### src/rtl/sr_latch_sequencer_pkg.sv
// rtl/sr_latch_sequencer_pkg.sv - shared types and helpers for the SR latch sequencer
package sr_latch_sequencer_pkg;

    typedef enum logic [1:0] {
        ST_IDLE  = 2'd0,
        ST_PULSE = 2'd1,
        ST_CHECK = 2'd2,
        ST_GAP   = 2'd3
    } seq_state_e;

    localparam logic TGT_SET = 1'b1;
    localparam logic TGT_CLR = 1'b0;

    // Wide enough for the largest reload value of the shared timer.
    function automatic int cnt_width(input int pulse_w, input int gap_w, input int timeout);
        int m;
        m = pulse_w;
        if (gap_w > m) m = gap_w;
        if (timeout > m) m = timeout;
        return $clog2(m + 1);
    endfunction

endpackage

### src/rtl/sr_latch_sequencer_if.sv
// rtl/sr_latch_sequencer_if.sv - request/ack, latch drive and status bundle
interface sr_latch_sequencer_if;
    logic set_req;
    logic clr_req;
    logic q_in;
    logic set_ack;
    logic clr_ack;
    logic s_out;
    logic r_out;
    logic busy;
    logic done;
    logic err;

    modport master (
        output set_req, clr_req, q_in,
        input  set_ack, clr_ack, s_out, r_out, busy, done, err
    );

    modport slave (
        input  set_req, clr_req, q_in,
        output set_ack, clr_ack, s_out, r_out, busy, done, err
    );
endinterface

### src/rtl/sr_latch_sequencer_timer.sv
// rtl/sr_latch_sequencer_timer.sv - loadable down-counter with zero flag
module seq_timer #(
    parameter int W = 4
) (
    input  logic         clk,
    input  logic         rst_n,
    input  logic         load,
    input  logic [W-1:0] load_val,
    output logic         zero
);
    logic [W-1:0] count;

    always_ff @(posedge clk or negedge rst_n) begin
        if (!rst_n) begin
            count <= '0;
        end else if (load) begin
            count <= load_val;
        end else if (count != '0) begin
            count <= count - 1'b1;
        end
    end

    assign zero = (count == '0);
endmodule

### src/rtl/sr_latch_sequencer.sv
// rtl/sr_latch_sequencer.sv - SR latch set/clear sequencer with arbitration and feedback check
module sr_latch_sequencer
    import sr_latch_sequencer_pkg::*;
#(
    parameter int PULSE_W = 2,
    parameter int GAP_W   = 1,
    parameter int TIMEOUT = 8
) (
    input  logic                 clk,
    input  logic                 rst_n,
    sr_latch_sequencer_if.slave  bus
);
    localparam int CW = cnt_width(PULSE_W, GAP_W, TIMEOUT);

    seq_state_e    state, state_d;
    logic          target, target_d;
    logic          last_grant, last_grant_d;
    logic          grant, grant_tgt;
    logic          tmr_load, tmr_zero;
    logic [CW-1:0] tmr_val;
    logic          set_ack_q, clr_ack_q, s_q, r_q, busy_q, done_q, err_q;
    logic          set_ack_d, clr_ack_d, s_d, r_d, busy_d, done_d, err_d;

    seq_timer #(.W(CW)) u_timer (
        .clk      (clk),
        .rst_n    (rst_n),
        .load     (tmr_load),
        .load_val (tmr_val),
        .zero     (tmr_zero)
    );

    // On a tie the side that was not served last wins.
    always_comb begin
        grant     = bus.set_req | bus.clr_req;
        grant_tgt = TGT_CLR;
        if (bus.set_req && bus.clr_req) grant_tgt = ~last_grant;
        else if (bus.set_req)           grant_tgt = TGT_SET;
    end

    always_comb begin
        state_d      = state;
        target_d     = target;
        last_grant_d = last_grant;
        unique case (state)
            ST_IDLE: begin
                if (grant) begin
                    target_d     = grant_tgt;
                    last_grant_d = grant_tgt;
                    state_d      = (bus.q_in == grant_tgt) ? ST_GAP : ST_PULSE;
                end
            end
            ST_PULSE: if (tmr_zero) state_d = ST_CHECK;
            ST_CHECK: if ((bus.q_in == target) || tmr_zero) state_d = ST_GAP;
            ST_GAP:   if (tmr_zero) state_d = ST_IDLE;
            default:  state_d = ST_IDLE;
        endcase

        // The shared timer is reloaded on every state entry.
        tmr_load = (state_d != state);
        case (state_d)
            ST_PULSE: tmr_val = CW'(PULSE_W - 1);
            ST_CHECK: tmr_val = CW'(TIMEOUT - 1);
            ST_GAP:   tmr_val = CW'(GAP_W - 1);
            default:  tmr_val = '0;
        endcase
    end

    always_comb begin
        set_ack_d = (state == ST_IDLE) && grant && (grant_tgt == TGT_SET);
        clr_ack_d = (state == ST_IDLE) && grant && (grant_tgt == TGT_CLR);
        s_d       = (state == ST_PULSE) && (target == TGT_SET);
        r_d       = (state == ST_PULSE) && (target == TGT_CLR);
        busy_d    = (state != ST_IDLE);
        done_d    = ((state == ST_IDLE) && grant && (bus.q_in == grant_tgt)) ||
                    ((state == ST_CHECK) && (bus.q_in == target));
        err_d     = (state == ST_CHECK) && (bus.q_in != target) && tmr_zero;
    end

    // Async clear drops s_out/r_out immediately and suppresses done/err.
    always_ff @(posedge clk or negedge rst_n) begin
        if (!rst_n) begin
            state      <= ST_IDLE;
            target     <= TGT_CLR;
            last_grant <= TGT_CLR;
            set_ack_q  <= 1'b0;
            clr_ack_q  <= 1'b0;
            s_q        <= 1'b0;
            r_q        <= 1'b0;
            busy_q     <= 1'b0;
            done_q     <= 1'b0;
            err_q      <= 1'b0;
        end else begin
            state      <= state_d;
            target     <= target_d;
            last_grant <= last_grant_d;
            set_ack_q  <= set_ack_d;
            clr_ack_q  <= clr_ack_d;
            s_q        <= s_d;
            r_q        <= r_d;
            busy_q     <= busy_d;
            done_q     <= done_d;
            err_q      <= err_d;
        end
    end

    assign bus.set_ack = set_ack_q;
    assign bus.clr_ack = clr_ack_q;
    assign bus.s_out   = s_q;
    assign bus.r_out   = r_q;
    assign bus.busy    = busy_q;
    assign bus.done    = done_q;
    assign bus.err     = err_q;
endmodule

### src/flat_wrapper.sv
// flat-port wrapper written by rule: the top's interface ports become plain ports
module sr_latch_sequencer_flat import sr_latch_sequencer_pkg::*;
#(
    parameter int PULSE_W = 2,
    parameter int GAP_W   = 1,
    parameter int TIMEOUT = 8
)
  (clk, rst_n, bus_set_req, bus_clr_req, bus_q_in, bus_set_ack, bus_clr_ack, bus_s_out, bus_r_out, bus_busy, bus_done, bus_err);
  sr_latch_sequencer_if bus_i ();
  input  logic clk;
  input  logic rst_n;
  input wire logic [$bits(bus_i.set_req)-1:0] bus_set_req;
  input wire logic [$bits(bus_i.clr_req)-1:0] bus_clr_req;
  input wire logic [$bits(bus_i.q_in)-1:0] bus_q_in;
  output wire logic [$bits(bus_i.set_ack)-1:0] bus_set_ack;
  output wire logic [$bits(bus_i.clr_ack)-1:0] bus_clr_ack;
  output wire logic [$bits(bus_i.s_out)-1:0] bus_s_out;
  output wire logic [$bits(bus_i.r_out)-1:0] bus_r_out;
  output wire logic [$bits(bus_i.busy)-1:0] bus_busy;
  output wire logic [$bits(bus_i.done)-1:0] bus_done;
  output wire logic [$bits(bus_i.err)-1:0] bus_err;
  assign bus_i.set_req = bus_set_req;
  assign bus_i.clr_req = bus_clr_req;
  assign bus_i.q_in = bus_q_in;
  assign bus_set_ack = bus_i.set_ack;
  assign bus_clr_ack = bus_i.clr_ack;
  assign bus_s_out = bus_i.s_out;
  assign bus_r_out = bus_i.r_out;
  assign bus_busy = bus_i.busy;
  assign bus_done = bus_i.done;
  assign bus_err = bus_i.err;
  sr_latch_sequencer #(.PULSE_W(PULSE_W), .GAP_W(GAP_W), .TIMEOUT(TIMEOUT)) u_core (.clk(clk), .rst_n(rst_n), .bus(bus_i));
endmodule
### config.mk
export PLATFORM = sky130hd
export DESIGN_NAME = sr_latch_sequencer_flat
export DESIGN_NICKNAME = d
export VERILOG_FILES = /design/src/rtl/sr_latch_sequencer_pkg.sv /design/src/rtl/sr_latch_sequencer_if.sv /design/src/rtl/sr_latch_sequencer_timer.sv /design/src/rtl/sr_latch_sequencer.sv /design/src/flat_wrapper.sv
export SDC_FILE = /design/constraint.sdc
export NUM_CORES = 1
export LEC_CHECK = 0
export ABC_AREA = 1
export CAP_MARGIN = 20
export CELL_PAD_IN_SITES_DETAIL_PLACEMENT = 2
export CELL_PAD_IN_SITES_GLOBAL_PLACEMENT = 2
export CORE_UTILIZATION = 26
export CTS_CLUSTER_DIAMETER = 200
export DETAILED_ROUTE_END_ITERATION = 10
export GPL_TIMING_DRIVEN = 0
export PLACE_DENSITY = 0.81
export SYNTH_ARGS = -nofsm -noshare
export SYNTH_HDL_FRONTEND = slang
export SYNTH_SLANG_ARGS = --single-unit
export TNS_END_PERCENT = 20
### constraint.sdc
create_clock -name clk -period 1.4 [get_ports clk]
set_input_delay 0.14 -clock clk [delete_from_list [all_inputs] [get_ports clk]]
set_output_delay 0.14 -clock clk [all_outputs]
set_load 0.1 [all_outputs]
=== After elaboration in Yosys (flattened, before gate mapping) ===
Index checks and enable logic that the tools add are counted.
W data, S select, Z words.

* Bits in latches: 0
* Register bits after elaboration: 14
* Memories: 0
* Logic and storage cells: 52
* Bits in writable memories: 0
* Memory bits (read-only): 0
* Input port bits: 5

* $add $sub $neg: 1
* Shift-type cells: 0
* Multiplexer cells: 11
* Magnitude comparators: 0
* Eq/ne operators: 9
* Multiply operators: 0
* Divide/modulo/power cells: 0
* Bitwise operators: 3
* Reductions and logical operators: 18

{| class="wikitable"
|+ Operator list
! cell !! count
|-
| $logic_and A1 B1 Y1 || 10
|-
| $mux W2 || 5
|-
| $mux W4 || 2
|-
| $pmux W2 S4 || 1
|-
| $eq A2 B2 Y1 const B || 3
|-
| $pmux W3 S2 || 1
|-
| $eq A2 B1 Y1 const B || 2
|-
| $logic_not A4 Y1 || 1
|-
| $reduce_bool A2 Y1 || 2
|-
| $reduce_bool A4 Y1 || 1
|-
| $sub A4 B1 Y4 const B || 1
|-
| $eq A1 B1 Y1 || 2
|-
| $logic_not A2 Y1 || 1
|-
| $logic_or A1 B1 Y1 || 2
|-
| $mux W1 || 2
|-
| $ne A2 B2 Y1 || 1
|-
| $not A1 Y1 || 2
|-
| $reduce_and A2 Y1 || 1
|-
| $ne A1 B1 Y1 || 1
|-
| $or A1 B1 Y1 || 1
|}

=== Logic depth before layout (Yosys ltp) ===
Gate-level depths: netlist of the first run.

* Depth after elaboration: 9
* Mapped depth: 10

=== Modules after synthesis ===
From an unflattened synthesis of the first run, not the netlist that was laid out.

* Cells, all modules: 84
* Area, all modules: 683.2 um^2

{| class="wikitable"
|+ Modules (own cells, without submodules)
! module !! cells each !! area an instance (um^2) !! instances
|-
| sr_latch_sequencer || 50 || 440.4 || 1
|-
| seq_timer || 34 || 242.7 || 1
|}

=== Worst setup path after synthesis of the first run ===
Ideal clock, no wire load.

* Kind: flip-flop to flip-flop
* Start point: register u_core.u_timer.count[0]
* End point: register u_core.u_timer.count[0]
* Setup time: 0.077 ns
* Setup slack: -0.025 ns
* Period minus slack after synthesis: 1.425 ns
* Required time: 1.323 ns
* Stages on the path, launching flop included: 9
* Data arrival time: 1.347 ns
* Path through: dfrtp_1 -> inv_1 -> ha_1 -> nand2_2 -> inv_1 -> nand3_1 -> nand3_1 -> ha_1 -> a21oi_1

* Word-level cells in the longest chain between the ends: 7
* Elaborated cells on any way between the ends: 15
* Classes of those cells: add/sub: 1; eq/ne: 3; mux: 7; reduce/logical: 4

{| class="wikitable"
|+ Ends and longest elaborated chain
! item !! line !! text
|-
| start, declared || sr_latch_sequencer_timer.sv:11 || <nowiki>logic [W-1:0] count;</nowiki>
|-
| start signal, assigned || sr_latch_sequencer_timer.sv:17 || <nowiki>count <= load_val;</nowiki>
|-
| start signal, assigned || sr_latch_sequencer_timer.sv:19 || <nowiki>count <= count - 1'b1;</nowiki>
|-
| $logic_not A4 Y1 (*) || sr_latch_sequencer_timer.sv:23 || <nowiki>assign zero = (count == '0);</nowiki>
|-
| $logic_or A1 B1 Y1 || sr_latch_sequencer.sv:53 || <nowiki>ST_CHECK: if ((bus.q_in == target) || tmr_zero) state_d = ST_GAP;</nowiki>
|-
| $mux W2 || sr_latch_sequencer.sv:53 ||
|-
| $pmux W2 S4 (*) || sr_latch_sequencer.sv:44 || <nowiki>unique case (state)</nowiki>
|-
| net u_core.state_d[1] || sr_latch_sequencer.sv:15 || <nowiki>seq_state_e state, state_d;</nowiki>
|-
| $eq A2 B2 Y1 / $eq A2 B1 Y1 (equally long branches) || sr_latch_sequencer.sv:60 || <nowiki>case (state_d)</nowiki>
|-
| $pmux W3 S2 || sr_latch_sequencer.sv:60 ||
|-
| $mux W4 || sr_latch_sequencer_timer.sv:16 || <nowiki>end else if (load) begin</nowiki>
|}

Mark *: on every way through the listed nets, which the timed path passes. The rest lies on a longest branch. The select of a mux whose other input is x is not followed.
A chain may end at the register's enable or synchronous reset.

=== Final worst setup path of the first run ===
* Start point: register u_core.u_timer.count[1]
* End point: register u_core.u_timer.count[2]

* Word-level cells in the longest chain between the ends: 7
* Elaborated cells on any way between the ends: 15
* Classes of those cells: add/sub: 1; eq/ne: 3; mux: 7; reduce/logical: 4

{| class="wikitable"
|+ Ends and longest elaborated chain
! item !! line
|-
| $logic_not A4 Y1 || sr_latch_sequencer_timer.sv:23
|-
| $logic_or A1 B1 Y1 || sr_latch_sequencer.sv:53
|-
| $mux W2 || sr_latch_sequencer.sv:53
|-
| $pmux W2 S4 || sr_latch_sequencer.sv:44
|-
| $eq A2 B2 Y1 / $eq A2 B1 Y1 (equally long branches) || sr_latch_sequencer.sv:60
|-
| $pmux W3 S2 || sr_latch_sequencer.sv:60
|-
| $mux W4 || sr_latch_sequencer_timer.sv:16
|}

Parallel ways exist; a longest one is shown, timed or not. The select of a mux whose other input is x is not followed.

==> impl_metrics.yaml, run 1 <==
outcome:
  outcome: "finished with violations"
  violations: "negative setup slack"
yosys:
  synth_top_area_share_pct: 52.2
  syn_inst: 75
  synth.distinct_cells: 18
  yosys-top-cells-area: "dfrtp_1 (52%), nand2_1 (6.7%), inv_1 (6.2%), nor2_1 (5.0%), nand3_2 (4.5%)"
  syn_area_per_cell_um2: 8.94
  ys_seq_area_share_pct: 52.2
  async_flop_share_pct: 100
  synth.largest_area_cell: "dfrtp_1"
  synth_edf_count: 0
  ys_top_cells_by_count: "dfrtp_1 (14), nand2_1 (12), inv_1 (11)"
  synthFlopType: "dfrtp_1"
  synth.net_count: 82
  synth_most_common_cell: "dfrtp_1"
  synth-seq-cells: 14
  syn_area_um2: 671
  yosys_warnings: 0
layout:
  multi_input_area_um2: 382
  diodes: 0
  max_flop_register: "u_core.u_timer.count"
  largestRegisters: "u_core.u_timer.count (4), u_core.state (2)"
  fillCellCount: 264
  ff_latch_area_um2: 352
  syn_to_final_growth_pct: 51.9
  final_core_util_pct: 41.5
  largest_register_ffs: 4
  instances_no_fill: 126
  nets: 104
  layout-drive-gt1-share_pct: 49.0
worst_setup_path:
  r2r-start: "u_core.u_timer.count[1]$_DFFE_PN0P_"
  slowest_delay_ns: 0.40
  worst_path_max_delay_cell: "dfrtp_1"
  cp.buffers_inverters: 2
  crit_path_end_kind: "flop"
  critPathMaxFanout: 5
  r2r_cells: 9
  cp.required_ns: 1.63
  r2r_setup_slack_ns: -0.11
  critPathMostFrequentCell: "nand2_2"
  cp.arrival_ns: 1.74
  r2r-end: "u_core.u_timer.count[2]$_DFFE_PN0P_"
  path_cells: "inv_1 > ha_4 > nand3_4 > nand2_2 > inv_2 > nand3_2 > nand2_2 > nand2_2 > a21oi_2"
  crit_family: "simple AND/OR/NAND/NOR gates"
  startpoint_type: "flop"
  worst-setup-path-type: "flop to flop"
sta:
  maxSlewViolCount: 0
  whs_ns: 0.231
  min_period_over_period_pct: 108
  rsz0062_at_grt: "yes"
  hold_violations: 0
  fin_crit_ns: 1.51
  fin_ws_ns: -0.112
  setup_viol: 3
  maxSlewHeadroom_pct: 56.2
  clock.fmax_ghz: 0.661
  finClkSkew_ns: 0.000950
  tightestPinTransition_ns: 0.654
clock_tree:
  cts_buffers: 3
  clkLatencyLatePin_ns: 0.30
  cts_num_sinks: 14
  root_buffer: "clkbuf_4"
  clkTransAtPathRegs_ns: 0.10
  htreeDepth: 1
  hold_buffers: 0
  cts_tree: "built"
  cts_buffer_depth: 2
floorplan:
  io_pins: 12
  core_area_um2: 2450
  placementRows: 18
  die_h_um: 52.8
  initial_core_util_pct: 27.3
  dieArea_um2: 2790
  dieWidth_um: 52.8
power_and_ir_drop:
  power.density_nw_per_um2: 2290
  vdd_drop_max_uv: 1020
  p_leak_nw: 0.467
grt:
  grtUsageTotal_pct: 15.7
  grt_pass1_vias: 622
  overflow: 0
  grt_max_degree: 15
  grt_pass1_wl_um: 2980
  antenna_found_initial: 0
worst_hold_path:
  hold_path_class: "input pin to async pin"
route:
  drt-initial-drc-count: 4
  vias: 575
  drc: 0
  ant_nets: 0
  vias_per_cell: 4.56
  firstDrtPassIters: 3
  drt_wl_total_um: 2070
  wl_per_cell_um: 16.4
flow_run:
  drv_cap: 0
place:
  numPortBuffers: 11
  dp.cells: 116
  place_congestion: 0.696
  dp_hpwl_um: 1250
==> how the worst max path moves through the flow <==
stage	cells past startpoint	to	startpoint
final	9	u_core.u_timer.count[2]$_DFFE_PN0P_	u_core.u_timer.count[1]$_DFFE_PN0P_
after detailed placement	8	u_core.u_timer.count[0]$_DFFE_PN0P_	bus_set_req
after floorplan	8	u_core.u_timer.count[0]$_DFFE_PN0P_	u_core.state[0]$_DFF_PN0_
after global routing	9	u_core.u_timer.count[2]$_DFFE_PN0P_	u_core.u_timer.count[1]$_DFFE_PN0P_
after CTS	10	u_core.u_timer.count[2]$_DFFE_PN0P_	u_core.state[1]$_DFF_PN0_
after global placement	8	u_core.u_timer.count[0]$_DFFE_PN0P_	bus_set_req
==> metrics by stage <==
step | area, um^2 | worst slack (ns) | TNS, ns | power [mW]
finish | 1020 | -0.112 | -0.259 | 2.33
global route | 1020 | -0.212 | -0.716 | 2.48
CTS | 883 | -0.157 | -0.445 | 2.02
detailed placement | 821 | -0.333 | -2.20 | 1.63
global placement | 821 | -0.305 | -2.02 | 1.59
floorplan | 673 | 0.00307 | 0 | 1.39
==> per-layer routing <==
metal	track usage, %	vias up	wire [um]
met2	24.5	11	1020
met5	0	-	0
met3	2.03	7	29
li1	-	273	-
met4	14.5	0	89
met1	18.3	284	932
==> cell type report <==
cell class,count,share of cell area [%]
Multi-Input combinational cell,49,37.5
Sequential cell,14,34.5
Timing Repair Buffer,17,16.1
Inverter,12,4.67
Tap cell,30,3.69
Clock buffer,4,3.56
==> placed cells by master, fill, tap and decap left out, types with 2 or more instances in the layout <==
cell              n
clkdlybuf4s15_2   7
inv_2             4
clkdlybuf4s50_1   4
nand2_1           8
nand2_2           6
clkbuf_4          3
nand2_4           2
ha_4              2
nor2_1            6
inv_1             7
nand3_1           4
a21oi_2           3
dfrtp_1          13
buf_4             6
nand3_2           3
nor2_4            4
xor2_1            2
nor3_1            2
==> worst reg2reg max path, stage by stage, from the launching register on <==
cell     delay [ns]
dfrtp_1        0.40
inv_1          0.09
ha_4           0.18
nand3_4        0.12
nand2_2        0.07
inv_2          0.09
nand3_2        0.12
nand2_2        0.14
nand2_2        0.09
a21oi_2        0.16
==> cells by family after synthesis <==
logic type | count (synthesis) | share of synthesized area [%]
flops | 14 | 52.2
xor+xnor | 3 | 3.92
compound gates | 6 | 5.41
fa+ha+maj | 2 | 3.73
simple gates | 38 | 28.0
buf+inv | 12 | 6.72
==> where the power goes <==
part           total, mW  internal, mW  switching (mW)
sequential         0.640         0.533           0.106
clock              0.318         0.159           0.159
combinational       1.37         0.495           0.879
total               2.33          1.19            1.14
==> timing repair <==
item | in CTS | in global routing
pin swaps | 1 | 5
buffers inserted | 1 | 5
resized for setup | 27 | 23
endpoints found under the setup margin | 10 | 4
Power figures use the tool's default switching activity.
==> inputs of run 2 (changes only) <==
--- a/config.mk
+++ b/config.mk
@@ -6,7 +6,6 @@
 export NUM_CORES = 1
 export LEC_CHECK = 0
 export ABC_AREA = 1
-export CAP_MARGIN = 20
 export CELL_PAD_IN_SITES_DETAIL_PLACEMENT = 2
 export CELL_PAD_IN_SITES_GLOBAL_PLACEMENT = 2
 export CORE_UTILIZATION = 26
==> results of run 2 <==
Same layout as run 1: the final DEF is identical, and so are final timing and power.
==> inputs of run 3 (changes only) <==
--- a/config.mk
+++ b/config.mk
@@ -8,8 +8,9 @@
 export ABC_AREA = 1
 export CELL_PAD_IN_SITES_DETAIL_PLACEMENT = 2
 export CELL_PAD_IN_SITES_GLOBAL_PLACEMENT = 2
+export CORE_ASPECT_RATIO = 1.2
 export CORE_UTILIZATION = 26
-export CTS_CLUSTER_DIAMETER = 200
+export CTS_CLUSTER_DIAMETER = 30
 export DETAILED_ROUTE_END_ITERATION = 10
 export GPL_TIMING_DRIVEN = 0
 export PLACE_DENSITY = 0.81
==> impl_metrics.yaml, run 3 (synthesis gave the netlist of run 1 again) <==
worst_setup_path:
  critPathMaxFanout: 4
  crit_path_end_kind: "flop"
  critical_path_depth: 7
  startpoint_type: "flop"
  r2r_setup_slack_ns: -0.09
  worst_path_max_delay_cell: "dfrtp_1"
  startpoint: "u_core.target$_DFFE_PN0P_"
  cp.required_ns: 1.58
  worst-setup-path-type: "flop to flop"
  crit_end: "u_core.u_timer.count[0]$_DFFE_PN0P_"
  r2r-end: "u_core.u_timer.count[0]$_DFFE_PN0P_"
  slowest_delay_ns: 0.43
  crit_family: "simple AND/OR/NAND/NOR gates"
  cp.arrival_ns: 1.67
  path_cells: "nand2_1 > nand2_2 > and2_4 > o21ai_4 > nand3_2 > ha_4 > a21oi_2"
  r2r-start: "u_core.target$_DFFE_PN0P_"
  r2r_cells: 7
  cp.buffers_inverters: 0
grt:
  grt_pass1_wl_um: 2900
  use_met1_pct: 14.1
  grtUsageMet3_pct: 2.62
  grt_max_degree: 15
  top_usage_layer: "met2"
  grt.met2_usage_pct: 29.6
  overflow: 0
  antenna_found_initial: 0
  grt_pass1_vias: 628
  grtUsageTotal_pct: 14.2
route:
  drt-initial-drc-count: 4
  ant_nets: 0
  drc: 0
  vias_per_cell: 4.55
  firstDrtPassIters: 4
  wl_per_cell_um: 15.0
  drt_wl_total_um: 1920
  vias: 583
sta:
  fin_ws_ns: -0.0939
  setup_viol: 4
  min_period_over_period_pct: 107
  fin_crit_ns: 1.49
  clock.fmax_ghz: 0.669
  tightestPinTransition_ns: 0.658
  hold_violations: 0
  maxSlewViolCount: 0
  finClkSkew_ns: 0.00286
  whs_ns: 0.257
  setup_tns_ns: -0.292
  maxSlewHeadroom_pct: 56.0
  rsz0062_at_grt: "yes"
layout:
  diodes: 0
  mostFrequentLayoutCell: "dfrtp_1"
  fillCellCount: 248
  max_flop_register: "u_core.u_timer.count"
  largestRegisters: "u_core.u_timer.count (4), u_core.state (2)"
  instances_no_fill: 128
  largest_register_ffs: 4
  layout-drive-gt1-share_pct: 46.4
  nets: 105
  final_core_util_pct: 43.2
  layout_common_cells: "dfrtp_1 (13), nand2_1 (11), inv_1 (8)"
  fin_area_um2: 1020
  syn_to_final_growth_pct: 51.5
floorplan:
  placementRows: 19
  dieArea_um2: 2790
  dieWidth_um: 48.4
  die_h_um: 57.6
  initial_core_util_pct: 28.5
  core_area_um2: 2350
  io_pins: 12
power_and_ir_drop:
  power.density_nw_per_um2: 2250
  total_power_mw: 2.29
  vdd_drop_max_uv: 1120
  p_leak_nw: 0.478
place:
  numPortBuffers: 11
  place_congestion: 0.790
  dp.cells: 117
  dp_hpwl_um: 1340
  placed_cell_area_um2: 822
  post-place-ws_ns: -0.333
clock_tree:
  clkTransAtPathRegs_ns: 0.09
  root_buffer: "clkbuf_4"
  htreeDepth: 1
  clkLatencyLatePin_ns: 0.28
  cts_tree: "built"
  cts_buffer_depth: 2
  cts_num_sinks: 14
  cts_buffers: 3
outcome:
  outcome: "finished with violations"
  violations: "negative setup slack"
flow_run:
  drv_cap: 0
worst_hold_path:
  hold_path_class: "input pin to async pin"
-- run 3: layout make-up --
type,instances,area [um^2],area share (%)
clock buffers,4,36.3,3.57
multi-input cells,49,373,36.7
inverters,12,45.0,4.43
flip-flops and latches,14,352,34.6
well taps,31,38.8,3.82
repair buffers,18,171,16.9
-- run 3: report_power, final --
group          switching [mW]  leakage [nW]  total, mW  internal (mW)
Combinational           0.855         0.286       1.36          0.505
Clock                   0.135        0.0210      0.293          0.158
Sequential              0.103         0.171      0.637          0.534
Total                    1.09         0.478       2.29           1.20
-- run 3: per-layer routing --
metal / routed length (um) / part of all wire, % / vias to the layer above
met4: 0 / 0 / 0
met3: 40 / 2.1 / 0
met5: 0 / 0 / -
met1: 677 / 35 / 297
met2: 1200 / 63 / 8
li1: - / - / 278
-- run 3: worst min-delay path by stage --
stage                                    from                             endpoint  slack (ns)  cells after the start
CTS                                     rst_n  u_core.u_timer.count[2]$_DFFE_PN0P_        0.27                      1
finish                                  rst_n  u_core.u_timer.count[0]$_DFFE_PN0P_        0.26                      1
floorplan                               rst_n            u_core.bus.busy$_DFF_PN0_       -0.16                      0
global route                            rst_n  u_core.u_timer.count[3]$_DFFE_PN0P_        0.30                      1
global placement    u_core.target$_DFFE_PN0P_           u_core.bus.r_out$_DFF_PN0_        0.49                      1
detailed placement  u_core.target$_DFFE_PN0P_           u_core.bus.r_out$_DFF_PN0_        0.51                      1
-- run 3: what timing repair did --
action                     4_1_cts  5_1_grt
setup endpoints to repair       11        4
resized for setup               27       17
buffers inserted                 1        6
hold buffers                     0        0
pin swaps                        1        4
